==> src/rtl/matrix_result_reader.sv <==
// Snapshots a packed signed result matrix and its overflow flag, then streams it as words over valid/ready.
// Optional build macro MATRIX_READER_STATUS_WORD_EN appends a status word (ovf flag + element count).
module matrix_result_reader #(
  parameter int ELEM_W = 8,
  parameter int N_ELEM = 25,
  parameter int EPW    = 4
) (
  input  logic                     clk,
  input  logic                     reset,
  input  logic                     start,
  input  logic [N_ELEM*ELEM_W-1:0] mat_in,
  input  logic                     ovf_in,
  output logic                     busy,
  output logic [EPW*ELEM_W-1:0]    out_data,
  output logic                     out_valid,
  input  logic                     out_ready,
  output logic                     out_last,
  output logic [2:0]               out_idx,
  output logic                     done,
  output logic                     ovf_out
);

  localparam int WORD_W  = EPW * ELEM_W;
  localparam int MAT_W   = N_ELEM * ELEM_W;
  localparam int NW_DATA = (N_ELEM + EPW - 1) / EPW;
`ifdef MATRIX_READER_STATUS_WORD_EN
  localparam int NW      = NW_DATA + 1;
`else
  localparam int NW      = NW_DATA;
`endif
  localparam int IDX_W   = 3;
  localparam int NSLOT   = 2 ** IDX_W;
  localparam int PAD_W   = NW_DATA * WORD_W;

  typedef enum logic [1:0] {IDLE, SEND, FIN} state_t;

  state_t                        state, nextState;
  logic [MAT_W-1:0]              snap;
  logic [PAD_W-1:0]              padded;
  logic [NSLOT-1:0][WORD_W-1:0]  words;
  logic                          lastWord;
  logic                          xfer;

  // Slots past the last element read as zero via zero-extension of the snapshot.
  assign padded = PAD_W'(snap);

  for (genvar w = 0; w < NSLOT; w++) begin : g_word
    if (w < NW_DATA) begin : g_data
      assign words[w] = padded[w*WORD_W +: WORD_W];
    end
`ifdef MATRIX_READER_STATUS_WORD_EN
    else if (w == NW_DATA) begin : g_status
      assign words[w] = {ovf_out, (WORD_W-1-ELEM_W)'(0), ELEM_W'(N_ELEM)};
    end
`endif
    else begin : g_zero
      assign words[w] = '0;
    end
  end

  assign lastWord  = (out_idx == IDX_W'(NW - 1));
  assign xfer      = (state == SEND) && out_ready;

  assign busy      = (state == SEND);
  assign out_valid = (state == SEND);
  assign out_last  = (state == SEND) && lastWord;
  assign done      = (state == FIN);
  assign out_data  = (state == SEND) ? words[out_idx] : '0;

  always_comb begin
    nextState = state;
    case (state)
      IDLE:    if (start) nextState = SEND;
      SEND:    if (xfer && lastWord) nextState = FIN;
      FIN:     nextState = IDLE;
      default: nextState = IDLE;
    endcase
  end

  always_ff @(posedge clk) begin
    if (reset) begin
      state   <= IDLE;
      snap    <= '0;
      ovf_out <= 1'b0;
      out_idx <= '0;
    end else begin
      state <= nextState;
      if (state == IDLE && start) begin
        snap    <= mat_in;
        ovf_out <= ovf_in;
        out_idx <= '0;
      end else if (xfer && !lastWord) begin
        out_idx <= out_idx + 1'b1;
      end
    end
  end

endmodule

==> config.mk <==
export PLATFORM = sky130hd
export DESIGN_NAME = matrix_result_reader
export DESIGN_NICKNAME = d
export VERILOG_FILES = /design/src/rtl/matrix_result_reader.sv
export SDC_FILE = /design/constraint.sdc
export NUM_CORES = 1
export LEC_CHECK = 0
export ABC_AREA = 1
export CAP_MARGIN = 20
export CORE_UTILIZATION = 38
export DETAILED_ROUTE_END_ITERATION = 8
export PLACE_DENSITY_LB_ADDON = 0.15
export SYNTH_ARGS = -nofsm -noshare
export SYNTH_HDL_FRONTEND = slang
export SYNTH_SLANG_ARGS = --single-unit
==> constraint.sdc <==
create_clock -name clk -period 2.3 [get_ports clk]
set_clock_uncertainty 0.2 [all_clocks]
set_input_delay 0.46 -clock clk [delete_from_list [all_inputs] [get_ports clk]]
set_output_delay 0.46 -clock clk [all_outputs]
set_load 0.03 [all_outputs]
==> Flow_metrics.wiki, run 1 <==
{| class="wikitable"
! Metric !! Value
|-
| Outcome || complete, but fails checks
|-
| Failing checks || setup timing
|-
| Cell area reported after detailed placement || 12400 um2
|-
| DR WL/cell || 16.6 um
|-
| Largest net degree at the start of global routing || 62
|-
| Internal power || 0.00679 W
|-
| Normalized max-slew margin || 0.770
|-
| H-Tree Depth || 1
|-
| Die Wd || 162 um
|-
| Number of instances in the synthesized netlist || 1324
|-
| Number of nets in the finished design || 1743
|-
| Type of element launching the critical path || flip-flop
|-
| Register bit count reported by yosys || 206
|-
| Total length of routed wires || 31300 um
|-
| Launch point of the critical path || out_idx[0]$_SDFFE_PP0P_
|-
| Proportion of power drawn by combinational gates || 0.174
|-
| Clk pin slew, worst setup/hold paths || 0.06 ns
|-
| 1st-pass router iterations || 5
|-
| Final-layout setup total negative slack || -6.59 ns
|-
| Fraction of the cycle the final worst path needs || 1.11
|-
| CP endpoint kind || primary output
|-
| Worst R2R Path Depth || 8
|-
| Placeable core region || 25200 um2
|-
| Critical setup path kind || reg -> out
|-
| Final HPWL from detailed placement || 21700 um
|-
| Proportion of layout cells with a drive suffix above 1 || 0.206
|-
| Syn_area_per_cell || 7.37 um2
|-
| Number of buffers created by CTS || 24
|-
| Post-Synthesis Net Count || 1531
|-
| Max-Cap Viols || 0
|-
| Latest clock arrival within the worst-skew pair || 0.51 ns
|-
| Number of standard-cell rows in the floorplan || 58
|-
| Measured slew at the worst slew-check pin || 0.346 ns
|-
| P&R area growth vs syn || 41.0%
|-
| Post-route cell area || 13800 um2
|-
| Post-detailed-route count of antenna-violating nets || 0
|-
| Global-route wire length before repair || 48700 um
|-
| Final setup viols || 33
|-
| Delay of the slowest critical-path stage || 0.42 ns
|-
| Initial antenna violation count || 2
|-
| Most common cell type on the critical path || sky130_fd_sc_hd__nand2_1
|-
| Synthesis Warnings || 0
|-
| DRC Markers || 0
|-
| Combined area of the multi-input logic cells || 4610 um2
|-
| Total grt overflow || 0
|-
| Clock power frac || 0.405
|-
| Worst slack after detailed placement || 0.148 ns
|-
| Path class of the lowest-slack min-delay path || reg -> reg
|-
| Post-synth design cell area || 9760 um2
|-
| GPL Wtd Cong || 0.820
|-
| Sequential share of power || 0.422
|-
| Leading cell types in the layout, fill and taps excluded || sky130_fd_sc_hd__clkdlybuf4s50_1 (205), sky130_fd_sc_hd__dfxtp_1 (204), sky130_fd_sc_hd__nand2_1 (199), sky130_fd_sc_hd__nand3_1 (195), sky130_fd_sc_hd__inv_1 (160)
|-
| Highest-delay cell along the critical path || sky130_fd_sc_hd__dfxtp_4
|-
| Max VDD drop || 0.000436 V
|-
| Die extent in y || 162 um
|-
| Setup repair after global routing missed its margin || yes
|-
| Critical path capture point || out_data[11]
|-
| Maximum number of buffers from clock root to sink || 3
|-
| CTS tree || done
|-
| FF-to-FF End || out_idx[0]$_SDFFE_PP0P_
|-
| Highest clock frequency the design can meet || 391 MHz
|-
| Portion of the post-synthesis area used by sequential elements || 0.423
|-
| Average via count per standard cell || 4.95
|-
| CP max FO || 23
|-
| Violation count after the first detailed-route iteration || 531
|-
| CTS Root Cell || sky130_fd_sc_hd__clkbuf_16
|-
| Fill cell count || 2437
|-
| Number of distinct library cells after synthesis || 28
|-
| Post-route worst setup slack || -0.255 ns
|-
| Die area || 26300 um2
|-
| Post-CTS Hold Buffers || 0
|-
| Critical Path AT || 1.89 ns
|-
| Via Count || 9316
|-
| Count of final max-slew check failures || 0
|-
| Reg2Reg Launch Point || out_idx[0]$_SDFFE_PP0P_
|-
| I/O pin count || 245
|-
| Vias in the first global route || 8923
|-
| Most common cell after layout, fill and taps aside || sky130_fd_sc_hd__clkdlybuf4s50_1
|-
| Initial standard-cell utilization of the core || 0.387
|-
| Clock Sinks || 206
|-
| Fin util || 0.546
|-
| Switching power || 0.00245 W
|-
| Hold violation total from the final report || 0
|-
| Count of buffers from port buffering || 244
|-
| Switching share of power || 0.265
|-
| Pwr dens || 671 nW/um2
|-
| Shortest clock period the worst path allows after layout || 2.55 ns
|-
| CP required || 1.64 ns
|-
| Flop2flop setup slack || 0.54 ns
|-
| Sequence of cells on the critical path || inv_4 -> buf_12 -> nand2_1 -> nand3_2 -> nand2_1 -> nand2_1 -> a21oi_2 -> buf_6
|-
| Reg area || 4130 um2
|-
| GRT Resource Usage Total || 0.237
|-
| Leak pwr || 5.47 nW
|}
## power by group through the flow
stage	registers [W]	clock network [W]	logic [W]
after global placement	0.00396	0	0.00151
final	0.00389	0.00374	0.00160
after global routing	0.00391	0.00398	0.00176
after floorplan	0.00396	0	0.000910
after CTS	0.00389	0.00382	0.00159
after detailed placement	0.00397	0	0.00152
## sequential cells by signal, summed over array words and instances (netlist names)
name     flops
snap       200
out_idx      3
state        2
ovf_out      1
## worst min-delay path by stage
| stage | from | endpoint | slack [ns] | depth (start not counted) |
|---|---|---|---|---|
| 6_report | snap[73]$_SDFFE_PP0P_ | snap[73]$_SDFFE_PP0P_ | 0.27 | 2 |
| 5_1_grt | snap[88]$_SDFFE_PP0P_ | snap[88]$_SDFFE_PP0P_ | 0.28 | 2 |
| 4_1_cts | snap[73]$_SDFFE_PP0P_ | snap[73]$_SDFFE_PP0P_ | 0.27 | 2 |
| 3_5_place_dp | snap[73]$_SDFFE_PP0P_ | snap[73]$_SDFFE_PP0P_ | 0.26 | 2 |
| 3_3_place_gp | snap[71]$_SDFFE_PP0P_ | snap[71]$_SDFFE_PP0P_ | 0.25 | 2 |
| 2_1_floorplan | snap[66]$_SDFFE_PP0P_ | snap[66]$_SDFFE_PP0P_ | 0.24 | 2 |
## kinds of logic after synthesis
family,Yosys count,share of synthesized area
AND/OR/NAND/NOR,566,0.249
AO/OA/AOI/OAI,275,0.183
buffers and inverters,274,0.142
flip-flops,206,0.423
adder cells (fa/ha/maj),2,0.00256
XOR/XNOR,1,0.000898
## stage by stage
step	hold slack [ns]	power [W]	std cells
floorplan	0.236	0.00487	1324
finish	0.266	0.00923	1883
CTS	0.269	0.00931	1882
global route	0.283	0.00965	1883
detailed placement	0.260	0.00549	1829
global placement	0.253	0.00547	1829
## synth_stat cells
master / number / area (um2)
sky130_fd_sc_hd__nand3_1: 224 / 1120
sky130_fd_sc_hd__a31oi_1: 3 / 18.8
sky130_fd_sc_hd__nor2_2: 2 / 12.5
sky130_fd_sc_hd__nand2_1: 230 / 863
sky130_fd_sc_hd__nor2_1: 106 / 398
sky130_fd_sc_hd__clkinv_1: 1 / 3.75
sky130_fd_sc_hd__a21oi_1: 36 / 180
sky130_fd_sc_hd__buf_6: 30 / 338
sky130_fd_sc_hd__buf_12: 2 / 40.0
sky130_fd_sc_hd__inv_2: 6 / 22.5
sky130_fd_sc_hd__clkbuf_1: 22 / 82.6
sky130_fd_sc_hd__o211ai_1: 27 / 203
sky130_fd_sc_hd__nand2_4: 1 / 11.3
sky130_fd_sc_hd__ha_1: 2 / 25.0
sky130_fd_sc_hd__buf_1: 14 / 52.6
sky130_fd_sc_hd__o21ai_0: 106 / 531
sky130_fd_sc_hd__nor2_4: 1 / 11.3
sky130_fd_sc_hd__dfxtp_1: 206 / 4120
sky130_fd_sc_hd__buf_8: 2 / 30.0
sky130_fd_sc_hd__inv_1: 160 / 601
sky130_fd_sc_hd__xor2_1: 1 / 8.76
sky130_fd_sc_hd__buf_4: 10 / 75.1
sky130_fd_sc_hd__buf_2: 26 / 130
sky130_fd_sc_hd__o21ai_2: 90 / 788
sky130_fd_sc_hd__o21ai_1: 13 / 65.1
sky130_fd_sc_hd__nor3_1: 1 / 5.00
sky130_fd_sc_hd__inv_4: 1 / 6.26
sky130_fd_sc_hd__nand3_2: 1 / 10.0
## worst max-delay path, delay by kind of cell, from the launching register on
kind	cells	cell delay [ns]
flip-flops	1	0.42
AND/OR/NAND/NOR	4	0.34
AO/OA/AOI/OAI	1	0.21
buffers and inverters	3	0.39
## cell type report
type / count / area share
Clock inverter: 6 / 0.00400
Tap cell: 330 / 0.0300
Multi-Input combinational cell: 844 / 0.335
Clock buffer: 36 / 0.0521
Sequential cell: 206 / 0.300
Inverter: 168 / 0.0469
Timing Repair Buffer: 292 / 0.232
Antenna cell: 1 / 0.000182
## routing by layer
| layer | share of wire | GRT usage |
|---|---|---|
| met1 | 0.45 | 0.323 |
| met2 | 0.47 | 0.386 |
| met3 | 0.063 | 0.0375 |
| met4 | 0.018 | 0.0600 |
| met5 | 0.00041 | 0 |
## timing repair
item | CTS | global route
setup buffers | 6 | 0
gates resized for setup | 102 | 28
pin swaps | 25 | 10
hold endpoints to repair | 0 | 0
endpoints found under the setup margin | 36 | 33
gates cloned | 5 | 0
Power figures use the tool's default switching activity.
==> run 2, diff against run 1 <==
CORE_MARGIN = 2   (was unset)
CORE_UTILIZATION = 40   (was 38)
==> run 2 against run 1 <==
Against the previous run: the flow still finishes with violations (setup timing); wire length rose by 2.2%; fmax rose by 0.15%; combinational power rose by 4%; sequential share of layout area fell by 0.50 points; sequential cell count did not move.
==> Flow_metrics.wiki, run 2 (synthesis results as in run 1) <==
{| class="wikitable"
! Metric !! Value
|-
| Maximum number of buffers from clock root to sink || 3 (unchanged)
|-
| Total grt overflow || 0 (unchanged)
|-
| Internal power || 0.00686 W (was 0.00679 W)
|-
| Placeable core region || 24100 um2 (was 25200 um2)
|-
| Latest clock arrival within the worst-skew pair || 0.51 ns (about the same)
|-
| Cell area reported after detailed placement || 12500 um2 (was 12400 um2)
|-
| FF-to-FF End || out_idx[2]$_SDFFE_PP0P_ (was out_idx[0]$_SDFFE_PP0P_)
|-
| Terminating pin of the worst hold path || snap[74]$_SDFFE_PP0P_ (was snap[73]$_SDFFE_PP0P_)
|-
| Flop2flop setup slack || 0.50 ns (was 0.54 ns)
|-
| Vias in the first global route || 9335 (was 8923)
|-
| Number of standard-cell rows in the floorplan || 57 (was 58)
|-
| Hold Path Stages || 2 (unchanged)
|-
| H-Tree Depth || 1 (unchanged)
|-
| Register bank with the most flops || snap (unchanged)
|-
| Switching share of power || 0.266 (was 0.265)
|-
| Normalized max-slew margin || 0.773 (was 0.770)
|-
| Worst hold margin || 0.263 ns (was 0.266 ns)
|-
| Shortest clock period the worst path allows after layout || 2.55 ns (about the same)
|-
| Proportion of layout cells with a drive suffix above 1 || 0.216 (was 0.206)
|-
| Initial antenna violation count || 2 (unchanged)
|-
| P&R area growth vs syn || 43.4% (was 41.0%)
|-
| Fin util || 0.581 (was 0.546)
|-
| Fill cell count || 2305 (was 2437)
|-
| Failing checks || setup timing (unchanged)
|-
| Count of buffers from port buffering || 244 (unchanged)
|-
| Post-detailed-route count of antenna-violating nets || 0 (unchanged)
|-
| Max VDD drop || 0.000369 V (was 0.000436 V)
|-
| 1st-pass router iterations || 5 (unchanged)
|-
| Largest net degree at the start of global routing || 71 (was 62)
|-
| Clock power frac || 0.404 (was 0.405)
|-
| Setup repair after global routing missed its margin || yes (unchanged)
|-
| Startpoint of the lowest-slack hold path || snap[74]$_SDFFE_PP0P_ (was snap[73]$_SDFFE_PP0P_)
|-
| Global-route wire length before repair || 50300 um (was 48700 um)
|-
| DR WL/cell || 17.0 um (was 16.6 um)
|-
| Leading cell types in the layout, fill and taps excluded || sky130_fd_sc_hd__clkdlybuf4s50_1 (205), sky130_fd_sc_hd__dfxtp_1 (203), sky130_fd_sc_hd__nand3_1 (201), sky130_fd_sc_hd__nand2_1 (194), sky130_fd_sc_hd__inv_1 (160) (was sky130_fd_sc_hd__clkdlybuf4s50_1 (205), sky130_fd_sc_hd__dfxtp_1 (204), sky130_fd_sc_hd__nand2_1 (199), sky130_fd_sc_hd__nand3_1 (195), sky130_fd_sc_hd__inv_1 (160))
|-
| Critical setup path kind || reg -> out (unchanged)
|-
| Reg2Reg Launch Point || out_idx[0]$_SDFFE_PP0P_ (unchanged)
|-
| Post-route cell area || 14000 um2 (was 13800 um2)
|-
| Measured slew at the worst slew-check pin || 0.339 ns (was 0.346 ns)
|-
| Die area || 25700 um2 (was 26300 um2)
|-
| Highest clock frequency the design can meet || 392 MHz (was 391 MHz)
|-
| I/O pin count || 245 (unchanged)
|-
| CP required || 1.64 ns (about the same)
|-
| Initial standard-cell utilization of the core || 0.405 (was 0.387)
|-
| Post-route worst setup slack || -0.251 ns (was -0.255 ns)
|-
| Sequential share of power || 0.417 (was 0.422)
|-
| Count of final max-slew check failures || 0 (unchanged)
|-
| Leak pwr || 5.57 nW (was 5.47 nW)
|-
| Total length of routed wires || 32000 um (was 31300 um)
|-
| Die Wd || 160 um (was 162 um)
|-
| Outcome || complete, but fails checks (unchanged)
|-
| Final HPWL from detailed placement || 22300 um (was 21700 um)
|-
| Largest registers || snap (200), out_idx (3), state (2) (unchanged)
|-
| Final-layout setup total negative slack || -6.69 ns (was -6.59 ns)
|-
| Most common cell after layout, fill and taps aside || sky130_fd_sc_hd__clkdlybuf4s50_1 (unchanged)
|-
| Final setup viols || 33 (unchanged)
|-
| Clk pin slew, worst setup/hold paths || 0.06 ns (about the same)
|-
| Average via count per standard cell || 4.99 (was 4.95)
|-
| Pwr dens || 667 nW/um2 (was 671 nW/um2)
|-
| Hold violation total from the final report || 0 (unchanged)
|-
| Fraction of the cycle the final worst path needs || 1.11 (about the same)
|-
| Max-Cap Viols || 0 (unchanged)
|-
| Post-CTS Hold Buffers || 0 (unchanged)
|-
| Worst slack after detailed placement || -0.0201 ns (was 0.148 ns)
|-
| Largest register FFs || 200 (unchanged)
|-
| Type of element launching the critical path || flip-flop (unchanged)
|-
| Number of buffers created by CTS || 24 (unchanged)
|-
| GPL Wtd Cong || 0.844 (was 0.820)
|-
| DRC Markers || 0 (unchanged)
|-
| Clock Sinks || 206 (unchanged)
|-
| Worst R2R Path Depth || 8 (unchanged)
|-
| CTS Root Cell || sky130_fd_sc_hd__clkbuf_16 (unchanged)
|-
| Critical Path AT || 1.89 ns (about the same)
|-
| Violation count after the first detailed-route iteration || 743 (was 531)
|-
| Die extent in y || 160 um (was 162 um)
|-
| CP max FO || 13 (was 23)
|-
| Number of nets in the finished design || 1752 (was 1743)
|-
| Via Count || 9422 (was 9316)
|-
| Path class of the lowest-slack min-delay path || reg -> reg (unchanged)
|-
| Switching power || 0.00248 W (was 0.00245 W)
|-
| CTS tree || done (unchanged)
|-
| CP endpoint kind || primary output (unchanged)
|-
| GRT Resource Usage Total || 0.244 (was 0.237)
|-
| Proportion of power drawn by combinational gates || 0.179 (was 0.174)
|}
[run 2: changes by cell type in the layout (fill, tap and decap cells not counted), sizes merged]
cell	change
buf	+7
clkinv	-3
clkbuf	+7
bufinv	-1
clkinvlp	+1
clkdlybuf4s15	-1
[run 2: final cells by class]
type	instances	area, um2	share of cell area
multi-input cells	844	4650	0.332
clock buffers	40	772	0.0552
inverters	168	653	0.0467
clock inverters	3	17.5	0.00125
flip-flops and latches	206	4130	0.295
well taps	324	405	0.0290
repair buffers	301	3360	0.240
diodes	1	2.50	0.000179
[run 2: stage by stage]
stage | std cells | total power [W]
detailed placement | 1831 | 0.00552
global placement | 1831 | 0.00551
finish | 1887 | 0.00934
floorplan | 1324 | 0.00487
global route | 1887 | 0.00972
CTS | 1881 | 0.00932
[run 2: worst max-delay path, cell delays in order (launching register included)]
cell	delay, ns
sky130_fd_sc_hd__dfxtp_4	0.46
sky130_fd_sc_hd__inv_8	0.08
sky130_fd_sc_hd__buf_12	0.16
sky130_fd_sc_hd__nand2_1	0.07
sky130_fd_sc_hd__nand3_2	0.10
sky130_fd_sc_hd__nand2_1	0.09
sky130_fd_sc_hd__nand2_1	0.06
sky130_fd_sc_hd__a21oi_2	0.19
sky130_fd_sc_hd__buf_6	0.16
[run 2: power by group through the flow]
| stage | clock [W] | combinational (W) | sequential (W) |
|---|---|---|---|
| floorplan | 0 | 0.000910 | 0.00396 |
| global placement | 0 | 0.00154 | 0.00397 |
| detailed placement | 0 | 0.00155 | 0.00398 |
| CTS | 0.00380 | 0.00163 | 0.00390 |
| global route | 0.00397 | 0.00183 | 0.00392 |
| finish | 0.00377 | 0.00167 | 0.00390 |
[run 2: what timing repair did]
item                                    CTS  global route
gates resized for setup                  92            50
endpoints found under the setup margin   36            33
cloned                                    4             4
hold endpoints to repair                  0             0
pin swaps                                28            32
buffers inserted                          3             1
[run 2: worst max path at each step]
stage                                  startpoint      endpoint  slack [ns]  cells past startpoint
after floorplan           out_idx[0]$_SDFFE_PP0P_   out_data[0]       0.006                      9
after global placement    out_idx[1]$_SDFFE_PP0P_  out_data[18]      -0.009                      6
after detailed placement  out_idx[1]$_SDFFE_PP0P_  out_data[18]       -0.02                      6
after CTS                 out_idx[0]$_SDFFE_PP0P_  out_data[20]       -0.22                      8
after global routing      out_idx[0]$_SDFFE_PP0P_   out_data[5]       -0.31                      8
final                     out_idx[0]$_SDFFE_PP0P_  out_data[20]       -0.25                      8
[run 2: layer usage]
metal / up-vias / track usage / part of all wire
met3: 65 / 0.0377 / 0.060
met4: 2 / 0.0766 / 0.036
met2: 305 / 0.417 / 0.48
li1: 4738 / - / -
met5: - / 0 / 0.00037
met1: 4312 / 0.318 / 0.43
